## src/rtl/nv_lane_sched_if.sv

```systemverilog
// Lane scheduler bus: game-side controls in, lane load/shift strobes out.
// The game FSM side uses the master modport; the scheduler uses slave.
interface nv_lane_sched_if #(
  parameter int unsigned DATAWIDTH_BUS    = 8,
  parameter int unsigned DATAWIDTH_ESTADO = 3,
  parameter int unsigned DATAWIDTH_NVL    = 2
);
  logic [DATAWIDTH_ESTADO-1:0] SC_LANESCHED_ESTADO_IN;
  logic [DATAWIDTH_NVL-1:0]    SC_LANESCHED_NVL_IN;
  logic                        SC_LANESCHED_CN_IN;
  logic                        SC_LANESCHED_TICK_IN;
  logic [DATAWIDTH_BUS-1:0]    SC_LANESCHED_PAT_OUT;
  logic [3:0]                  SC_LANESCHED_LOAD_OUT;
  logic [3:0]                  SC_LANESCHED_SHIFT_OUT;
  logic                        SC_LANESCHED_BUSY_OUT;

  modport master (
    output SC_LANESCHED_ESTADO_IN, SC_LANESCHED_NVL_IN, SC_LANESCHED_CN_IN, SC_LANESCHED_TICK_IN,
    input  SC_LANESCHED_PAT_OUT, SC_LANESCHED_LOAD_OUT, SC_LANESCHED_SHIFT_OUT,
           SC_LANESCHED_BUSY_OUT
  );

  modport slave (
    input  SC_LANESCHED_ESTADO_IN, SC_LANESCHED_NVL_IN, SC_LANESCHED_CN_IN, SC_LANESCHED_TICK_IN,
    output SC_LANESCHED_PAT_OUT, SC_LANESCHED_LOAD_OUT, SC_LANESCHED_SHIFT_OUT,
           SC_LANESCHED_BUSY_OUT
  );
endinterface

```

## src/rtl/nv_lane_sched.sv

```systemverilog
// Four-lane traffic level scheduler: loads each lane's pattern over the shared
// bus, then issues per-lane shift strobes at level-scaled periods of the base tick.
// Optional macro LANESCHED_STAGGER_EN: due lanes queue in a pending register and
// are released one per cycle, lowest index first, so SHIFT_OUT is never multi-hot.
module nv_lane_sched #(
  parameter int unsigned               DATAWIDTH_BUS    = 8,
  parameter int unsigned               DATAWIDTH_ESTADO = 3,
  parameter int unsigned               DATAWIDTH_NVL    = 2,
  parameter int unsigned               PERW             = 4,
  parameter logic [DATAWIDTH_BUS-1:0] LANE0_PAT        = 8'hC0,
  parameter logic [DATAWIDTH_BUS-1:0] LANE1_PAT        = 8'h30,
  parameter logic [DATAWIDTH_BUS-1:0] LANE2_PAT        = 8'h0C,
  parameter logic [DATAWIDTH_BUS-1:0] LANE3_PAT        = 8'h81,
  parameter int unsigned               LANE0_PER        = 8,
  parameter int unsigned               LANE1_PER        = 6,
  parameter int unsigned               LANE2_PER        = 4,
  parameter int unsigned               LANE3_PER        = 12
) (
  input logic            SC_LANESCHED_CLOCK_50,
  input logic            SC_LANESCHED_RESET,
  nv_lane_sched_if.slave bus
);

  localparam logic [DATAWIDTH_ESTADO-1:0] EstPlay  = DATAWIDTH_ESTADO'(1);
  localparam logic [DATAWIDTH_ESTADO-1:0] EstPause = DATAWIDTH_ESTADO'(2);

  typedef enum logic [1:0] {StIdle, StLoad, StRun, StPause} state_e;

  state_e                     state_q, state_d;
  logic [1:0]                 idx_q, idx_d;
  logic [DATAWIDTH_NVL-1:0]   lvl_q, lvl_d;
  logic [PERW-1:0]            cnt_q [4];
  logic [PERW-1:0]            cnt_d [4];
  logic [DATAWIDTH_BUS-1:0]   pat_q, pat_d;
  logic [3:0]                 load_q, load_d;
  logic [3:0]                 shift_q, shift_d;
  logic                       busy_q, busy_d;
  logic [3:0]                 due;
  logic                       stay_run;
  logic                       is_play, is_pause, is_stop;

`ifdef LANESCHED_STAGGER_EN
  logic [3:0] pend_q, pend_d;
  logic [3:0] req, grant;
`endif

  function automatic logic [DATAWIDTH_BUS-1:0] lane_pat(input logic [1:0] k);
    logic [DATAWIDTH_BUS-1:0] p;
    unique case (k)
      2'd0: p = LANE0_PAT;
      2'd1: p = LANE1_PAT;
      2'd2: p = LANE2_PAT;
      2'd3: p = LANE3_PAT;
    endcase
    return p;
  endfunction

  // Effective period: base period shifted down by level, never below 1.
  function automatic logic [PERW-1:0] eff_per(input logic [1:0] k,
                                               input logic [DATAWIDTH_NVL-1:0] l);
    logic [PERW-1:0] base;
    logic [PERW-1:0] p;
    unique case (k)
      2'd0: base = PERW'(LANE0_PER);
      2'd1: base = PERW'(LANE1_PER);
      2'd2: base = PERW'(LANE2_PER);
      2'd3: base = PERW'(LANE3_PER);
    endcase
    p = base >> l;
    if (p == '0) p = PERW'(1);
    return p;
  endfunction

  // Rotate left by the latched level, via the upper half of a doubled word.
  function automatic logic [DATAWIDTH_BUS-1:0] rotl(input logic [DATAWIDTH_BUS-1:0] p,
                                                    input logic [DATAWIDTH_NVL-1:0] l);
    logic [2*DATAWIDTH_BUS-1:0] w;
    w = {p, p} << l;
    return w[2*DATAWIDTH_BUS-1:DATAWIDTH_BUS];
  endfunction

  assign is_play  = (bus.SC_LANESCHED_ESTADO_IN == EstPlay);
  assign is_pause = (bus.SC_LANESCHED_ESTADO_IN == EstPause);
  assign is_stop  = !is_play && !is_pause;

  // Next-state, lane counters and registered-output values.
  always_comb begin
    state_d  = state_q;
    idx_d    = idx_q;
    lvl_d    = lvl_q;
    cnt_d    = cnt_q;
    due      = '0;
    stay_run = 1'b0;

    unique case (state_q)
      StIdle: begin
        if (is_play) begin
          state_d = StLoad;
          lvl_d   = bus.SC_LANESCHED_NVL_IN;
          idx_d   = 2'd0;
        end
      end
      StLoad: begin
        if (idx_q == 2'd3) begin
          state_d = StRun;
          for (int k = 0; k < 4; k++) cnt_d[k] = '0;
        end else begin
          idx_d = idx_q + 2'd1;
        end
      end
      StRun: begin
        if (is_stop) begin
          state_d = StIdle;
        end else if (bus.SC_LANESCHED_CN_IN) begin
          state_d = StLoad;
          lvl_d   = bus.SC_LANESCHED_NVL_IN;
          idx_d   = 2'd0;
        end else if (is_pause) begin
          state_d = StPause;
        end else begin
          stay_run = 1'b1;
        end
      end
      StPause: begin
        if (is_stop) begin
          state_d = StIdle;
        end else if (bus.SC_LANESCHED_CN_IN) begin
          state_d = StLoad;
          lvl_d   = bus.SC_LANESCHED_NVL_IN;
          idx_d   = 2'd0;
        end else if (is_play) begin
          state_d = StRun;
        end
      end
      default: state_d = StIdle;
    endcase

    // Ticks only count while RUN persists; a tick on a leaving cycle is dropped.
    if (stay_run && bus.SC_LANESCHED_TICK_IN) begin
      for (int k = 0; k < 4; k++) begin
        if (cnt_q[k] == eff_per(2'(k), lvl_q) - PERW'(1)) begin
          cnt_d[k] = '0;
          due[k]   = 1'b1;
        end else begin
          cnt_d[k] = cnt_q[k] + PERW'(1);
        end
      end
    end

    busy_d = (state_d == StLoad);
    load_d = (state_d == StLoad) ? (4'b0001 << idx_d) : 4'b0000;
    pat_d  = (state_d == StLoad) ? rotl(lane_pat(idx_d), lvl_d) : '0;

`ifdef LANESCHED_STAGGER_EN
    req     = pend_q | due;
    grant   = req & (~req + 4'd1);
    pend_d  = pend_q;
    shift_d = 4'b0000;
    if (state_d == StLoad || state_d == StIdle) begin
      pend_d = '0;
    end else if (stay_run) begin
      shift_d = grant;
      pend_d  = req & ~grant;
    end
`else
    shift_d = due;
`endif
  end

  // State, counters and registered outputs.
  always_ff @(posedge SC_LANESCHED_CLOCK_50 or negedge SC_LANESCHED_RESET) begin
    if (!SC_LANESCHED_RESET) begin
      state_q <= StIdle;
      idx_q   <= '0;
      lvl_q   <= '0;
      for (int k = 0; k < 4; k++) cnt_q[k] <= '0;
      pat_q   <= '0;
      load_q  <= '0;
      shift_q <= '0;
      busy_q  <= 1'b0;
    end else begin
      state_q <= state_d;
      idx_q   <= idx_d;
      lvl_q   <= lvl_d;
      cnt_q   <= cnt_d;
      pat_q   <= pat_d;
      load_q  <= load_d;
      shift_q <= shift_d;
      busy_q  <= busy_d;
    end
  end

`ifdef LANESCHED_STAGGER_EN
  // Pending due lanes waiting for their one-hot shift slot.
  always_ff @(posedge SC_LANESCHED_CLOCK_50 or negedge SC_LANESCHED_RESET) begin
    if (!SC_LANESCHED_RESET) pend_q <= '0;
    else                     pend_q <= pend_d;
  end
`endif

  assign bus.SC_LANESCHED_PAT_OUT   = pat_q;
  assign bus.SC_LANESCHED_LOAD_OUT  = load_q;
  assign bus.SC_LANESCHED_SHIFT_OUT = shift_q;
  assign bus.SC_LANESCHED_BUSY_OUT  = busy_q;

endmodule
```

## src/flat_wrapper.sv

```systemverilog
// flat-port wrapper written by rule: the top's interface ports become plain ports
module nv_lane_sched_flat 
#(
  parameter int unsigned               DATAWIDTH_BUS    = 8,
  parameter int unsigned               DATAWIDTH_ESTADO = 3,
  parameter int unsigned               DATAWIDTH_NVL    = 2,
  parameter int unsigned               PERW             = 4,
  parameter logic [DATAWIDTH_BUS-1:0] LANE0_PAT        = 8'hC0,
  parameter logic [DATAWIDTH_BUS-1:0] LANE1_PAT        = 8'h30,
  parameter logic [DATAWIDTH_BUS-1:0] LANE2_PAT        = 8'h0C,
  parameter logic [DATAWIDTH_BUS-1:0] LANE3_PAT        = 8'h81,
  parameter int unsigned               LANE0_PER        = 8,
  parameter int unsigned               LANE1_PER        = 6,
  parameter int unsigned               LANE2_PER        = 4,
  parameter int unsigned               LANE3_PER        = 12
)
  (SC_LANESCHED_CLOCK_50, SC_LANESCHED_RESET, bus_SC_LANESCHED_ESTADO_IN, bus_SC_LANESCHED_NVL_IN, bus_SC_LANESCHED_CN_IN, bus_SC_LANESCHED_TICK_IN, bus_SC_LANESCHED_PAT_OUT, bus_SC_LANESCHED_LOAD_OUT, bus_SC_LANESCHED_SHIFT_OUT, bus_SC_LANESCHED_BUSY_OUT);
  nv_lane_sched_if #(.DATAWIDTH_BUS(DATAWIDTH_BUS), .DATAWIDTH_ESTADO(DATAWIDTH_ESTADO), .DATAWIDTH_NVL(DATAWIDTH_NVL)) bus_i ();
  input logic SC_LANESCHED_CLOCK_50;
  input logic SC_LANESCHED_RESET;
  input wire logic [$bits(bus_i.SC_LANESCHED_ESTADO_IN)-1:0] bus_SC_LANESCHED_ESTADO_IN;
  input wire logic [$bits(bus_i.SC_LANESCHED_NVL_IN)-1:0] bus_SC_LANESCHED_NVL_IN;
  input wire logic [$bits(bus_i.SC_LANESCHED_CN_IN)-1:0] bus_SC_LANESCHED_CN_IN;
  input wire logic [$bits(bus_i.SC_LANESCHED_TICK_IN)-1:0] bus_SC_LANESCHED_TICK_IN;
  output wire logic [$bits(bus_i.SC_LANESCHED_PAT_OUT)-1:0] bus_SC_LANESCHED_PAT_OUT;
  output wire logic [$bits(bus_i.SC_LANESCHED_LOAD_OUT)-1:0] bus_SC_LANESCHED_LOAD_OUT;
  output wire logic [$bits(bus_i.SC_LANESCHED_SHIFT_OUT)-1:0] bus_SC_LANESCHED_SHIFT_OUT;
  output wire logic [$bits(bus_i.SC_LANESCHED_BUSY_OUT)-1:0] bus_SC_LANESCHED_BUSY_OUT;
  assign bus_i.SC_LANESCHED_ESTADO_IN = bus_SC_LANESCHED_ESTADO_IN;
  assign bus_i.SC_LANESCHED_NVL_IN = bus_SC_LANESCHED_NVL_IN;
  assign bus_i.SC_LANESCHED_CN_IN = bus_SC_LANESCHED_CN_IN;
  assign bus_i.SC_LANESCHED_TICK_IN = bus_SC_LANESCHED_TICK_IN;
  assign bus_SC_LANESCHED_PAT_OUT = bus_i.SC_LANESCHED_PAT_OUT;
  assign bus_SC_LANESCHED_LOAD_OUT = bus_i.SC_LANESCHED_LOAD_OUT;
  assign bus_SC_LANESCHED_SHIFT_OUT = bus_i.SC_LANESCHED_SHIFT_OUT;
  assign bus_SC_LANESCHED_BUSY_OUT = bus_i.SC_LANESCHED_BUSY_OUT;
  nv_lane_sched #(.DATAWIDTH_BUS(DATAWIDTH_BUS), .DATAWIDTH_ESTADO(DATAWIDTH_ESTADO), .DATAWIDTH_NVL(DATAWIDTH_NVL), .PERW(PERW), .LANE0_PAT(LANE0_PAT), .LANE1_PAT(LANE1_PAT), .LANE2_PAT(LANE2_PAT), .LANE3_PAT(LANE3_PAT), .LANE0_PER(LANE0_PER), .LANE1_PER(LANE1_PER), .LANE2_PER(LANE2_PER), .LANE3_PER(LANE3_PER)) u_core (.SC_LANESCHED_CLOCK_50(SC_LANESCHED_CLOCK_50), .SC_LANESCHED_RESET(SC_LANESCHED_RESET), .bus(bus_i));
endmodule
```

## config.mk

```make
export PLATFORM = sky130hd
export DESIGN_NAME = nv_lane_sched_flat
export DESIGN_NICKNAME = d
export VERILOG_FILES = /design/src/rtl/nv_lane_sched_if.sv /design/src/rtl/nv_lane_sched.sv /design/src/flat_wrapper.sv
export SDC_FILE = /design/constraint.sdc
export NUM_CORES = 1
export LEC_CHECK = 0
export ABC_AREA = 1
export CAP_MARGIN = 20
export CORE_MARGIN = 4
export CORE_UTILIZATION = 30
export DETAILED_ROUTE_END_ITERATION = 10
export PLACE_DENSITY_LB_ADDON = 0.12
export SYNTH_ARGS = -nofsm -noshare
export SYNTH_HDL_FRONTEND = slang
export SYNTH_SLANG_ARGS = --single-unit
export TNS_END_PERCENT = 20
```

## constraint.sdc

```tcl
create_clock -name SC_LANESCHED_CLOCK_50 -period 2.2 [get_ports SC_LANESCHED_CLOCK_50]
set_clock_uncertainty 0.1 [all_clocks]
set_input_delay 0.33 -clock SC_LANESCHED_CLOCK_50 [delete_from_list [all_inputs] [get_ports SC_LANESCHED_CLOCK_50]]
set_output_delay 0.33 -clock SC_LANESCHED_CLOCK_50 [all_outputs]
set_load 0.02 [all_outputs]
```

==> results.yml, run 1 <==
timing:
  drv_slew: 0
  setup_tns_ns: 0
  rsz0062_at_grt: "false"
  period_minus_slack_ns: 2.00
  relSlewSlack_pct: 68.3
  finalHoldViolations: 0
  setup_viol: 0
  tightest_slew_ns: 0.476
  fmax_mhz: 501
  finalCritPeriodShare_pct: 90.8
clock_tree:
  cts_buffers: 5
  clkLatencyLatePin_ns: 0.29
  cts.sinks: 39
  clkTransAtPathRegs_ns: 0.08
  cts_tree: "built"
  root_buffer: "clkbuf_8"
  htreeDepth: 2
  cts_max_path_buffers: 2
finish:
  seqCellArea_um2: 976
  nets: 328
  n_fill_cell: 762
  multi_input_area_mm2: 0.00109
  drive_gt1_share_pct: 19.0
  finalInstanceArea_mm2: 0.00284
  area_delta_synth_final_pct: 28.6
  num_antenna_cells: 0
global_routing:
  grt_start_max_net_pins: 22
  grt_pass1_wl_mm: 7.99
  grt_pass1_vias: 1785
  overflow: 0
  gr-usage-all-layers_pct: 11.3
  antenna_found_initial: 0
yosys:
  synthesis.area_mm2: 0.00221
  synthTopCellsByArea: "dfrtp_1, nand2_1, ha_1"
  syn_inst: 255
  yosysUniqueCellTypes: 31
  synth_ff_type: "dfrtp_1"
  seq_area_frac_synth_pct: 44.1
  yosys.area.top_type: "dfrtp_1"
  async_flop_share_pct: 100
  yosysTopAreaCellShare_pct: 44.1
  synth-edff-count: 0
  synth_fp_nets: 279
  ys_ff_latch: 39
  postSynthAreaPerCell_um2: 8.67
  yosys_warnings: 0
critical_path:
  cp.required_ns: 2.28
  reg2reg_from: "u_core.state_q[1]"
  cp-start-kind: "input port"
  timing.rr.end: "u_core.bus.SC_LANESCHED_PAT_OUT[1]"
  end_kind: "flip-flop"
  setup.worst_path.start: "bus_SC_LANESCHED_ESTADO_IN[1]"
  cp.arrival_ns: 2.08
  worstRegToRegCells: 10
  crit_type: "in2reg"
  rrSetupSlack_ns: 0.31
  crit_fanout: 3
  cp-endpoint: "u_core.bus.SC_LANESCHED_PAT_OUT[1]"
detailed_routing:
  drcViolationCount: 0
  drtIter0Drc: 28
  antenna_left: 0
  wl_per_cell_um: 11.3
  routed_via_density: 4.33
  drt_wl_total_mm: 4.56
  vias: 1750
  drtPass1Iterations: 4
min_path:
  hold_path_class: "in2async"
floorplanning:
  io_pins: 26
  start_util_pct: 30.6
  fp.dieW_um: 93.8
  die_area_mm2: 0.00881
  core_area_mm2: 0.00721
  die_y_um: 93.8
  placementRows: 31
pwr:
  p_leak_uw: 0.00140
  ir_drop_v: 0.000578
  power_density_mw_per_mm2: 1160
run:
  maxCapViolCount: 0
outcome:
  status: "complete, no violations"
place:
  gp_congestion: 0.843
  dpl-instance-area_mm2: 0.00271
  io_buffer_count: 25
  dpl.hpwl_mm: 3.54
-- registers in the layout, indices dropped and copies added, names as in the netlist --
signal and cells:
u_core.bus.SC_LANESCHED_BUSY_OUT 1, u_core.idx_q 2, u_core.state_q 2, u_core.lvl_q 2, u_core.cnt_q 16, u_core.bus.SC_LANESCHED_SHIFT_OUT 4, u_core.bus.SC_LANESCHED_PAT_OUT 8, u_core.bus.SC_LANESCHED_LOAD_OUT 4
-- metal layers --
metal  track usage [%]  share of wire (%)  wire length (µm)  vias to the layer above
met1              14.2                 48              2200                      809
met2              19.2                 48              2190                       18
met5                 0                  0                 0                        -
li1                  -                  -                 -                      916
met3              2.88                2.6               119                        7
met4              2.89               0.94                43                        0
-- worst max-delay path, stage by stage --
cell             delay (ns)
clkdlybuf4s50_1        0.49
nor2_2                 0.04
nand2_2                0.07
nand2_2                0.07
nand2_1                0.08
a22oi_1                0.07
o21ai_1                0.19
inv_1                  0.11
ha_2                   0.31
inv_1                  0.03
nand2_1                0.07
nand2_1                0.06
nor2_1                 0.08
nor2_1                 0.06
-- stage by stage --
step | util, % | std cells | power [µW] | setup WS, ns | hold slack, ns
finish | 39.4 | 404 | 3290 | 0.203 | 0.427
global route | 39.4 | 404 | 3590 | 0.0266 | 0.466
CTS | 39.3 | 404 | 3340 | 0.118 | 0.457
detailed placement | 37.5 | 395 | 2690 | -0.177 | 0.225
global placement | 37.5 | 395 | 2710 | -0.180 | 0.226
floorplan | - | 255 | 2090 | 0.298 | -0.0656
-- power breakdown --
group | internal (µW) | switching [µW]
combinational | 723 | 992
sequential | 865 | 86.1
clock | 367 | 255
-- cells by family (layout without fill, tap and decap cells) --
kind of cell	after synthesis	in the layout	share of synthesized area [%]
simple gates	116	116	24.6
flops	39	39	44.1
buf+inv	34	84	6.45
compound gates	31	31	8.09
xor+xnor	20	20	8.26
fa+ha+maj	15	15	8.49
-- timing repair --
action	4_1_cts	5_1_grt
gates resized for setup	0	4
hold buffers	1	0
buffers inserted	0	0
setup endpoints to repair	0	7
hold endpoints to repair	18	0
-- worst min path at each step --
stage | start | end | slack [ns] | cells past startpoint
floorplan | SC_LANESCHED_RESET | u_core.bus.SC_LANESCHED_BUSY_OUT | -0.07 | 0
global placement | SC_LANESCHED_RESET | u_core.cnt_q[15] | 0.23 | 1
detailed placement | SC_LANESCHED_RESET | u_core.bus.SC_LANESCHED_SHIFT_OUT[0] | 0.23 | 1
CTS | SC_LANESCHED_RESET | u_core.bus.SC_LANESCHED_SHIFT_OUT[0] | 0.46 | 2
global route | SC_LANESCHED_RESET | u_core.bus.SC_LANESCHED_SHIFT_OUT[0] | 0.47 | 2
finish | SC_LANESCHED_RESET | u_core.bus.SC_LANESCHED_SHIFT_OUT[0] | 0.43 | 2
-- synth_stat cells, types with 2 or more instances --
| master | count |
|---|---|
| a21oi_1 | 4 |
| a22oi_1 | 2 |
| dfrtp_1 | 39 |
| ha_1 | 15 |
| inv_1 | 24 |
| inv_2 | 6 |
| nand2_1 | 56 |
| nand2_2 | 9 |
| nand2_4 | 3 |
| nand3_1 | 16 |
| nand3_2 | 2 |
| nand4_1 | 3 |
| nor2_1 | 22 |
| nor2_2 | 3 |
| o21ai_0 | 5 |
| o21ai_1 | 12 |
| o22ai_1 | 3 |
| xnor2_1 | 10 |
| xor2_1 | 9 |
-- placed cells by master, fill, tap and decap left out, types with 3 or more instances in the layout --
cell type,instances
nand4_1,3
nor2_2,3
o22ai_1,3
xnor2_1,10
dfrtp_1,39
nand2_2,9
xor2_1,9
nor2_1,22
ha_1,14
a21oi_1,4
nand3_1,16
nand2_4,3
inv_1,24
o21ai_1,13
clkdlybuf4s50_1,22
nand2_1,56
inv_2,6
o21ai_0,4
clkbuf_8,6
buf_4,17
-- final cells by class --
cell class | count | share of cell area [%]
flip-flops and latches | 39 | 34.3
clock buffers | 6 | 2.90
well taps | 99 | 4.36
repair buffers | 44 | 14.3
clock inverters | 2 | 1.23
inverters | 32 | 4.36
multi-input cells | 182 | 38.5
(Power assumes the default switching activity.)
==> inputs of run 2 (changes only) <==
--- a/config.mk
+++ b/config.mk
@@ -8,9 +8,10 @@
 export ABC_AREA = 1
 export CAP_MARGIN = 20
 export CORE_MARGIN = 4
-export CORE_UTILIZATION = 30
+export CORE_UTILIZATION = 25
 export DETAILED_ROUTE_END_ITERATION = 10
 export PLACE_DENSITY_LB_ADDON = 0.12
+export SKIP_CTS_REPAIR_TIMING = 1
 export SYNTH_ARGS = -nofsm -noshare
 export SYNTH_HDL_FRONTEND = slang
 export SYNTH_SLANG_ARGS = --single-unit
==> results.yml, run 2 (same netlist as run 1, synthesis figures left out) <==
critical_path:
  cp.arrival_ns: 2.16
  end_kind: "flip-flop"
  cp-start-kind: "input port"
  crit_fanout: 4
  cp.required_ns: 2.32
  crit_type: "in2reg"
pwr:
  p_int_uw: 1970
  comb_power_share_pct: 52.7
  switchingPower_uw: 1380
  power_density_mw_per_mm2: 1170
  switching_share_pct: 41.2
  finalPower_uw: 3350
  ir_drop_v: 0.000559
  clkPwrFrac_pct: 18.7
  p_leak_uw: 0.00138
  p_seq_share_pct: 28.6
outcome:
  violations: "negative hold slack"
  status: "finished with violations"
global_routing:
  grt_pass1_wl_mm: 8.40
  overflow: 0
  grt_start_max_net_pins: 40
  gr-usage-all-layers_pct: 10.2
  antenna_found_initial: 0
  grt_pass1_vias: 1820
finish:
  drive_gt1_share_pct: 21.4
  n_fill_cell: 933
  largest_register_ffs: 16
  num_antenna_cells: 0
  final_cell_mix: "nand2_1, dfrtp_1, clkdlybuf4s50_1, inv_1, nor2_1"
  finalInstanceArea_mm2: 0.00286
  top_register: "u_core.cnt_q"
  layout.cells.most_common: "nand2_1"
  area_delta_synth_final_pct: 29.3
  nets: 327
run:
  maxCapViolCount: 0
clock_tree:
  htreeDepth: 2
  cts.sinks: 39
  cts_tree: "built"
  clkTransAtPathRegs_ns: 0.09
  root_buffer: "clkbuf_8"
  clkLatencyLatePin_ns: 0.29
  cts_buffers: 5
  cts_max_path_buffers: 2
detailed_routing:
  drcViolationCount: 0
  drtIter0Drc: 20
  antenna_left: 0
  routed_via_density: 4.25
  wl_per_cell_um: 11.6
  vias: 1752
  drt_wl_total_mm: 4.79
  drtPass1Iterations: 4
timing:
  whs_ns: -0.0182
  setup_ws_ns: 0.162
  drv_slew: 0
  period_minus_slack_ns: 2.04
  finalCritPeriodShare_pct: 92.6
  fmax_mhz: 491
  setup_viol: 0
  tightest_slew_ns: 0.507
  relSlewSlack_pct: 66.2
  finalHoldViolations: 19
  rsz0062_at_grt: "true"
  setup_tns_ns: 0
floorplanning:
  placementRows: 34
  io_pins: 26
  core_area_mm2: 0.00868
  die_area_mm2: 0.0104
  die_y_um: 102
  fp.dieW_um: 102
  start_util_pct: 25.5
place:
  io_buffer_count: 25
  gp_congestion: 0.797
  dpl-instance-area_mm2: 0.00271
  dpl.hpwl_mm: 3.59
  pre_cts_slack_ns: -0.195
min_path:
  hold_path_class: "in2async"
==> run 2: cell count changes in the layout (fill, tap and decap cells not counted), moves of 2 or more <==
| cell | change |
|---|---|
| clkdlybuf4s50_1 | +2 |
| dlymetal6s2s_1 | -2 |
| inv_1 | -2 |
| inv_2 | +2 |
==> run 2: metal layers <==
layer  global-route usage [%]  vias up  part of all wire [%]
met5                        0        -                     0
met2                     17.7       17                    48
li1                         -      908                     -
met4                     2.42        0                   1.1
met1                     12.8      820                    48
met3                     2.46        7                   3.1
==> run 2: worst max-delay path, stage by stage <==
cell and delay, ns:
clkdlybuf4s50_1 0.45, nor2_2 0.13, nand2_2 0.07, nand2_2 0.10, buf_4 0.12, nand3_2 0.09, a31oi_4 0.16, buf_4 0.13
ha_2 0.25, inv_1 0.05, nand2_1 0.07, nand2_1 0.07, nor2_1 0.04, nor2_1 0.11
==> run 2: worst paths after layout <==
| path | cells after the start | end | from | slack [ns] |
|---|---|---|---|---|
| hold / removal | 2 | u_core.bus.SC_LANESCHED_SHIFT_OUT[2] | SC_LANESCHED_RESET | -0.02 |
| max in group asynchronous | 2 | u_core.cnt_q[0] | SC_LANESCHED_RESET | 1.66 |
| min in group SC_LANESCHED_CLOCK_50 | 1 | u_core.cnt_q[12] | u_core.cnt_q[12] | 0.46 |
| hold reg to reg | 1 | u_core.cnt_q[12] | u_core.cnt_q[12] | 0.46 |
| setup reg to reg | 10 | u_core.cnt_q[8] | u_core.lvl_q[1] | 0.30 |
| setup / recovery | 14 | u_core.bus.SC_LANESCHED_PAT_OUT[1] | bus_SC_LANESCHED_ESTADO_IN[2] | 0.16 |
==> run 2: cell type report <==
type / instances / area [µm²] / share of cell area (%)
Inverter: 32 / 124 / 4.33
Sequential cell: 39 / 976 / 34.1
Clock buffer: 6 / 82.6 / 2.89
Clock inverter: 2 / 35.0 / 1.23
Multi-Input combinational cell: 182 / 1130 / 39.4
Timing Repair Buffer: 43 / 380 / 13.3
Tap cell: 108 / 135 / 4.73
==> run 2: power groups by stage <==
stage	clock, µW	sequential, µW	combinational, µW
after global routing	683	973	2010
after floorplan	0	1080	1010
after global placement	0	972	1740
after detailed placement	0	966	1730
final	626	958	1760
after CTS	655	954	1740
==> run 2: per-stage QoR <==
| stage | utilization, % | cells |
|---|---|---|
| final | 32.9 | 412 |
| after global routing | 32.9 | 412 |
| after CTS | 32.6 | 412 |
| after detailed placement | 31.2 | 404 |
| after global placement | 31.2 | 404 |
| after floorplan | - | 255 |
